--- src/rtl/note_event_gen.sv ---
// rtl/note_event_gen.sv - mono note/gate level to note_on/note_off event stream
module note_event_gen #(
    parameter int DEPTH = 4,
    parameter int AW    = 2
) (
    input  logic       clk,
    input  logic       rst,
    input  logic [6:0] in_note,
    input  logic       in_gate,
    input  logic       ev_ready,
    output logic       ev_valid,
    output logic       ev_on,
    output logic [6:0] ev_note,
    output logic       overflow
);

    localparam logic [AW:0] DEPTH_W = (AW+1)'(DEPTH);

    logic [7:0]    mem [DEPTH];
    logic [AW-1:0] wr_ptr;
    logic [AW-1:0] rd_ptr;
    logic [AW:0]   count;
    logic          prev_gate;
    logic [6:0]    prev_note;

    logic [1:0]    need;
    logic [7:0]    d0;
    logic [7:0]    d1;
    logic [AW:0]   free;
    logic          drop;
    logic [1:0]    writes;
    logic          pop;
    logic [AW-1:0] wr_ptr_p1;
    logic [AW-1:0] rd_ptr_nx;
    logic [AW:0]   count_nx;
    logic [7:0]    head_nx;

    assign ev_valid = (count != '0);

    // Classify this edge as rise, fall, legato or nothing and build the entries to push
    always_comb begin
        need = 2'd0;
        d0   = 8'd0;
        d1   = 8'd0;
        if (!prev_gate && in_gate) begin
            need = 2'd1;
            d0   = {1'b1, in_note};
        end else if (prev_gate && !in_gate) begin
            need = 2'd1;
            d0   = {1'b0, prev_note};
        end else if (prev_gate && in_gate && (in_note != prev_note)) begin
            need = 2'd2;
            d0   = {1'b0, prev_note};
            d1   = {1'b1, in_note};
        end
    end

    // FIFO bookkeeping; room is judged before the pop so an OFF/ON pair is never split
    always_comb begin
        free      = DEPTH_W - count;
        drop      = ((AW+1)'(need) > free);
        writes    = drop ? 2'd0 : need;
        pop       = (count != '0) && ev_ready;
        wr_ptr_p1 = wr_ptr + AW'(1);
        rd_ptr_nx = pop ? (rd_ptr + AW'(1)) : rd_ptr;
        count_nx  = count + (AW+1)'(writes) - (AW+1)'(pop);
        head_nx   = {ev_on, ev_note};
        if (count_nx != '0) begin
            if ((writes != 2'd0) && (rd_ptr_nx == wr_ptr)) begin
                head_nx = d0;
            end else if ((writes == 2'd2) && (rd_ptr_nx == wr_ptr_p1)) begin
                head_nx = d1;
            end else begin
                head_nx = mem[rd_ptr_nx];
            end
        end
    end

    // Event storage; contents need no reset because the pointers define validity
    always_ff @(posedge clk) begin
        if (rst && (writes != 2'd0)) begin
            mem[wr_ptr] <= d0;
        end
        if (rst && (writes == 2'd2)) begin
            mem[wr_ptr_p1] <= d1;
        end
    end

    // Tracker, pointers, sticky overflow and registered head entry
    always_ff @(posedge clk or negedge rst) begin
        if (!rst) begin
            prev_gate <= 1'b0;
            prev_note <= 7'd0;
            wr_ptr    <= '0;
            rd_ptr    <= '0;
            count     <= '0;
            overflow  <= 1'b0;
            ev_on     <= 1'b0;
            ev_note   <= 7'd0;
        end else begin
            prev_gate <= in_gate;
            prev_note <= in_note;
            wr_ptr    <= wr_ptr + AW'(writes);
            rd_ptr    <= rd_ptr_nx;
            count     <= count_nx;
            if (drop) begin
                overflow <= 1'b1;
            end
            ev_on     <= head_nx[7];
            ev_note   <= head_nx[6:0];
        end
    end

endmodule

--- config.mk ---
export PLATFORM = sky130hd
export DESIGN_NAME = note_event_gen
export DESIGN_NICKNAME = d
export VERILOG_FILES = /design/src/rtl/note_event_gen.sv
export SDC_FILE = /design/constraint.sdc
export NUM_CORES = 1
export LEC_CHECK = 0
export CAP_MARGIN = 15
export CORE_UTILIZATION = 45
export CTS_CLUSTER_DIAMETER = 200
export DETAILED_ROUTE_END_ITERATION = 10
export PLACE_DENSITY = 0.61
export SYNTH_ARGS = -nofsm -noshare
export SYNTH_HDL_FRONTEND = slang
export SYNTH_SLANG_ARGS = --single-unit
--- constraint.sdc ---
create_clock -name clk -period 5.6 [get_ports clk]
set_input_delay 1.12 -clock clk [delete_from_list [all_inputs] [get_ports clk]]
set_output_delay 1.12 -clock clk [all_outputs]
set_load 0.03 [all_outputs]
==> metrics.md <==
| Metric | Value |
|---|---|
| Status | complete, no violations |
| Total grt overflow | 0 |
| Final WL | 8.24 mm |
| Post-Synthesis Cells | 304 |
| Initial DRC Count | 218 |
| Largest stage delay on the critical path | 650 ps |
| Die height | 89.8 um |
| Core Util, Final | 52.7% |
| CTS clock-pin slew for the worst setup and hold paths | 100 ps |
| Min-Delay Path Class | reg2reg |
| Mapped Area | 0.00347 sq mm |
| Post-synth ARST share | 42.9% |
| Vias per cell | 5.90 |
| Peak VDD IR | 0.225 mV |
| Worst-case clock buffer depth | 2 |
| Initial antenna violation count | 0 |
| Final ANT Viol Nets | 0 |
| Tcrit/Tclk final | 91.5% |
| Syn_nets | 334 |
| Worst clock skew | 10.5 ps |
| Slowest cell on crit path | clkdlybuf4s50_1 |
| DR pass1 iterations | 5 |
| Ys flop type | edfxtp_1 |
| Power per cell area | 509 mW/mm^2 |
| NumNets Final | 355 |
| N_diodes | 0 |
| Post-CTS sizing | 0 |
| RR Endpoint | ev_note[4]$_DFFE_PN0P_ |
| CP startpoint kind | primary input |
| RSZ-0062 raised after global routing | false |
| H-tree depth | 2 |
| IO Port Bufs | 20 |
| Die area | 0.00806 sq mm |
| Initial Utilization | 47.3% |
| Top post-synthesis cells by area | edfxtp_1, dfrtp_1, ha_1, mux2i_1, nand2_1 |
| Wire per inst | 19.4 um |
| Setup TNS | 0 ps |
| Final RePlAce weighted congestion | 0.847 |
| IO Pins | 21 |
| Largest net degree at the start of global routing | 30 |
| Die W | 89.8 um |
| Synth Warn # | 0 |
| Post-Syn Area per Cell | 11.4 sq um |
| Cells on worst reg2reg path | 17 |
| Max Slew Vio Count | 0 |
| Slew headroom | 52.4% |
| First-pass GRT wire length | 13.3 mm |
| Seq/Total Area, Yosys | 45.1% |
| Critical Path Sink | ev_note[4]$_DFFE_PN0P_ |
| Fmax | 0.195 GHz |
| Number of synthesized flops with an enable pin | 32 |
| Worst-Skew Late Latency | 320 ps |
| Yosys top cell area share | 27.7% |
| Maximum Capacitance Violations | 0 |
| Tmin final | 5120 ps |
| Final setup vio count | 0 |
| Area grow syn2layout | 11.4% |
| WP data required | 5810 ps |
| Crit path from | in_note[0] |
| Final Hold Viols | 0 |
| Root buffer cell | clkbuf_8 |
| Worst EP arrival | 5330 ps |
| Fin area | 0.00386 sq mm |
| CTS buffer count | 5 |
| Row Count | 31 |
| Worst setup path category | in2reg |
| FF-to-FF Start | prev_gate$_DFF_PN0_ |
| CTS tree | built |
| Core ar. | 0.00733 sq mm |
| Leakage | 1.63 nW |
| DP HPWL | 6.05 mm |
| Worst-Margin Slew | 713 ps |
| Share of cells above drive strength 1 | 12.3% |
| Vias in the first global route | 2438 |
| Worst Setup End Kind | register |
| # DRC | 0 |
| Yosys reg bits | 56 |
| GRT Total Usage | 21.7% |
| Worst Path Max Fanout | 16 |
| Clk sinks | 56 |
| Worst path cell trace | clkdlybuf4s50_1 -> xnor2_1 -> and3_1 -> a21oi_1 -> ha_1 -> nor2b_1 -> o211a_1 -> a211oi_2 -> inv_1 -> ha_1 -> inv_1 -> fa_1 -> xnor2_1 -> nor3_1 -> buf_4 -> o41ai_1 |
| Post-synthesis cell type count | 53 |
| Cell Area, Placed | 0.00377 sq mm |
| FF-to-FF setup slack | 1360 ps |
| Final hold slack | 485 ps |
| Via count | 2506 |
| Setup Buffers After CTS | 0 |
| Cts hold-fix bufs | 0 |
| Cell taking the most area after synthesis | edfxtp_1 |
## flip-flops by register name, summed over array words and instances, names as in the netlist
register   count
mem           32
ev_note        7
prev_note      7
count          3
rd_ptr         2
wr_ptr         2
ev_on          1
overflow       1
prev_gate      1
## synth_stat cells (2+ instances only)
cell / number
a211o_1: 4
a21o_1: 2
a21oi_1: 16
a221oi_1: 9
a22o_1: 4
a22oi_1: 3
a22oi_2: 4
and3_1: 3
buf_1: 2
buf_2: 7
buf_4: 2
buf_6: 3
clkbuf_1: 4
dfrtp_1: 24
edfxtp_1: 32
ha_1: 18
inv_1: 17
mux2i_1: 19
mux4_2: 4
nand2_1: 29
nand2b_1: 9
nand3_1: 10
nand3b_1: 4
nor2_1: 6
nor2b_1: 2
nor3_1: 10
o211a_1: 2
o211ai_1: 4
o2bb2ai_1: 2
o311ai_0: 3
o31ai_1: 6
o41ai_1: 5
or2_4: 2
or3_1: 2
xnor2_1: 7
xor2_1: 7
## final cells by class
class                      count  area (sq um)
sequential                    56          1560
clock buffer                   5          68.8
clock inverter                 3          18.8
tap                           99           124
timing repair buffer          32           290
inverter                      17          63.8
multi-input combinational    213          1730
fill                         626          3470
## where the power goes
| part | internal (mW) | total (mW) | switching (mW) | leakage [nW] |
|---|---|---|---|---|
| clock network | 0.0872 | 0.225 | 0.137 | 0.0441 |
| registers | 0.556 | 0.661 | 0.105 | 0.574 |
| logic | 0.460 | 1.08 | 0.620 | 1.01 |
| total | 1.10 | 1.97 | 0.862 | 1.63 |
## worst max-delay path: cells and delay by family
family,cells,cell delay (ps)
AND/OR/NAND/NOR,3,560
AO/OA/AOI/OAI,4,1250
XOR/XNOR,2,380
adder cells (fa/ha/maj),3,1030
buffers and inverters,4,980
## placed cells by master, fill, tap and decap left out, drive strengths merged, types with 2 or more instances in the layout
cell type	count
nor3	10
xnor2	8
o311ai	3
mux2i	19
clkinv	2
and3	3
nand3	10
o31ai	6
inv	17
a22oi	7
o211a	2
o211ai	5
or2	2
edfxtp	32
nor2b	2
a211o	4
nand2b	9
ha	18
nand3b	4
a221oi	10
nand2	30
buf	12
dfrtp	24
a21oi	17
a21o	2
clkdlybuf4s50	20
o41ai	5
o2bb2ai	2
clkbuf	5
a22o	4
or3	2
xor2	7
nor2	6
mux4	4
## how the worst min path moves through the flow
stage,start,endpoint,cells past startpoint
2_1_floorplan,count[0]$_DFF_PN0_,count[0]$_DFF_PN0_,1
3_3_place_gp,overflow$_DFFE_PN0P_,overflow$_DFFE_PN0P_,1
3_5_place_dp,overflow$_DFFE_PN0P_,overflow$_DFFE_PN0P_,1
4_1_cts,overflow$_DFFE_PN0P_,overflow$_DFFE_PN0P_,1
5_1_grt,ev_note[6]$_DFFE_PN0P_,ev_note[6]$_DFFE_PN0P_,2
6_report,overflow$_DFFE_PN0P_,overflow$_DFFE_PN0P_,1
## kinds of logic (layout without fill, tap and decap cells)
group           after synthesis  after routing  share of synthesized area (%)
xor+xnor                     15             15                           4.33
buf+inv                      35             57                           4.91
simple gates                 81             81                           12.2
mux                          24             24                           8.41
compound gates               74             74                           18.1
flops                        56             56                           45.1
fa+ha+maj                    19             19                           7.08
## through the flow
| step | power, mW | setup slack, ps | std cells |
|---|---|---|---|
| after floorplan | 1.45 | 320 | 304 |
| after global placement | 1.73 | 315 | 417 |
| after detailed placement | 1.75 | 162 | 417 |
| after CTS | 1.98 | 486 | 425 |
| after global routing | 2.11 | 144 | 425 |
| final | 1.97 | 476 | 425 |
## per-layer routing
metal / wire, um / up-vias / global-route usage [%]
li1: - / 1185 / -
met1: 3890 / 1250 / 31.1
met2: 3930 / 65 / 33.8
met3: 354 / 6 / 4.57
met4: 61 / 0 / 4.64
met5: 0 / - / 0
Note: power is estimated with default switching activity, not from simulation.
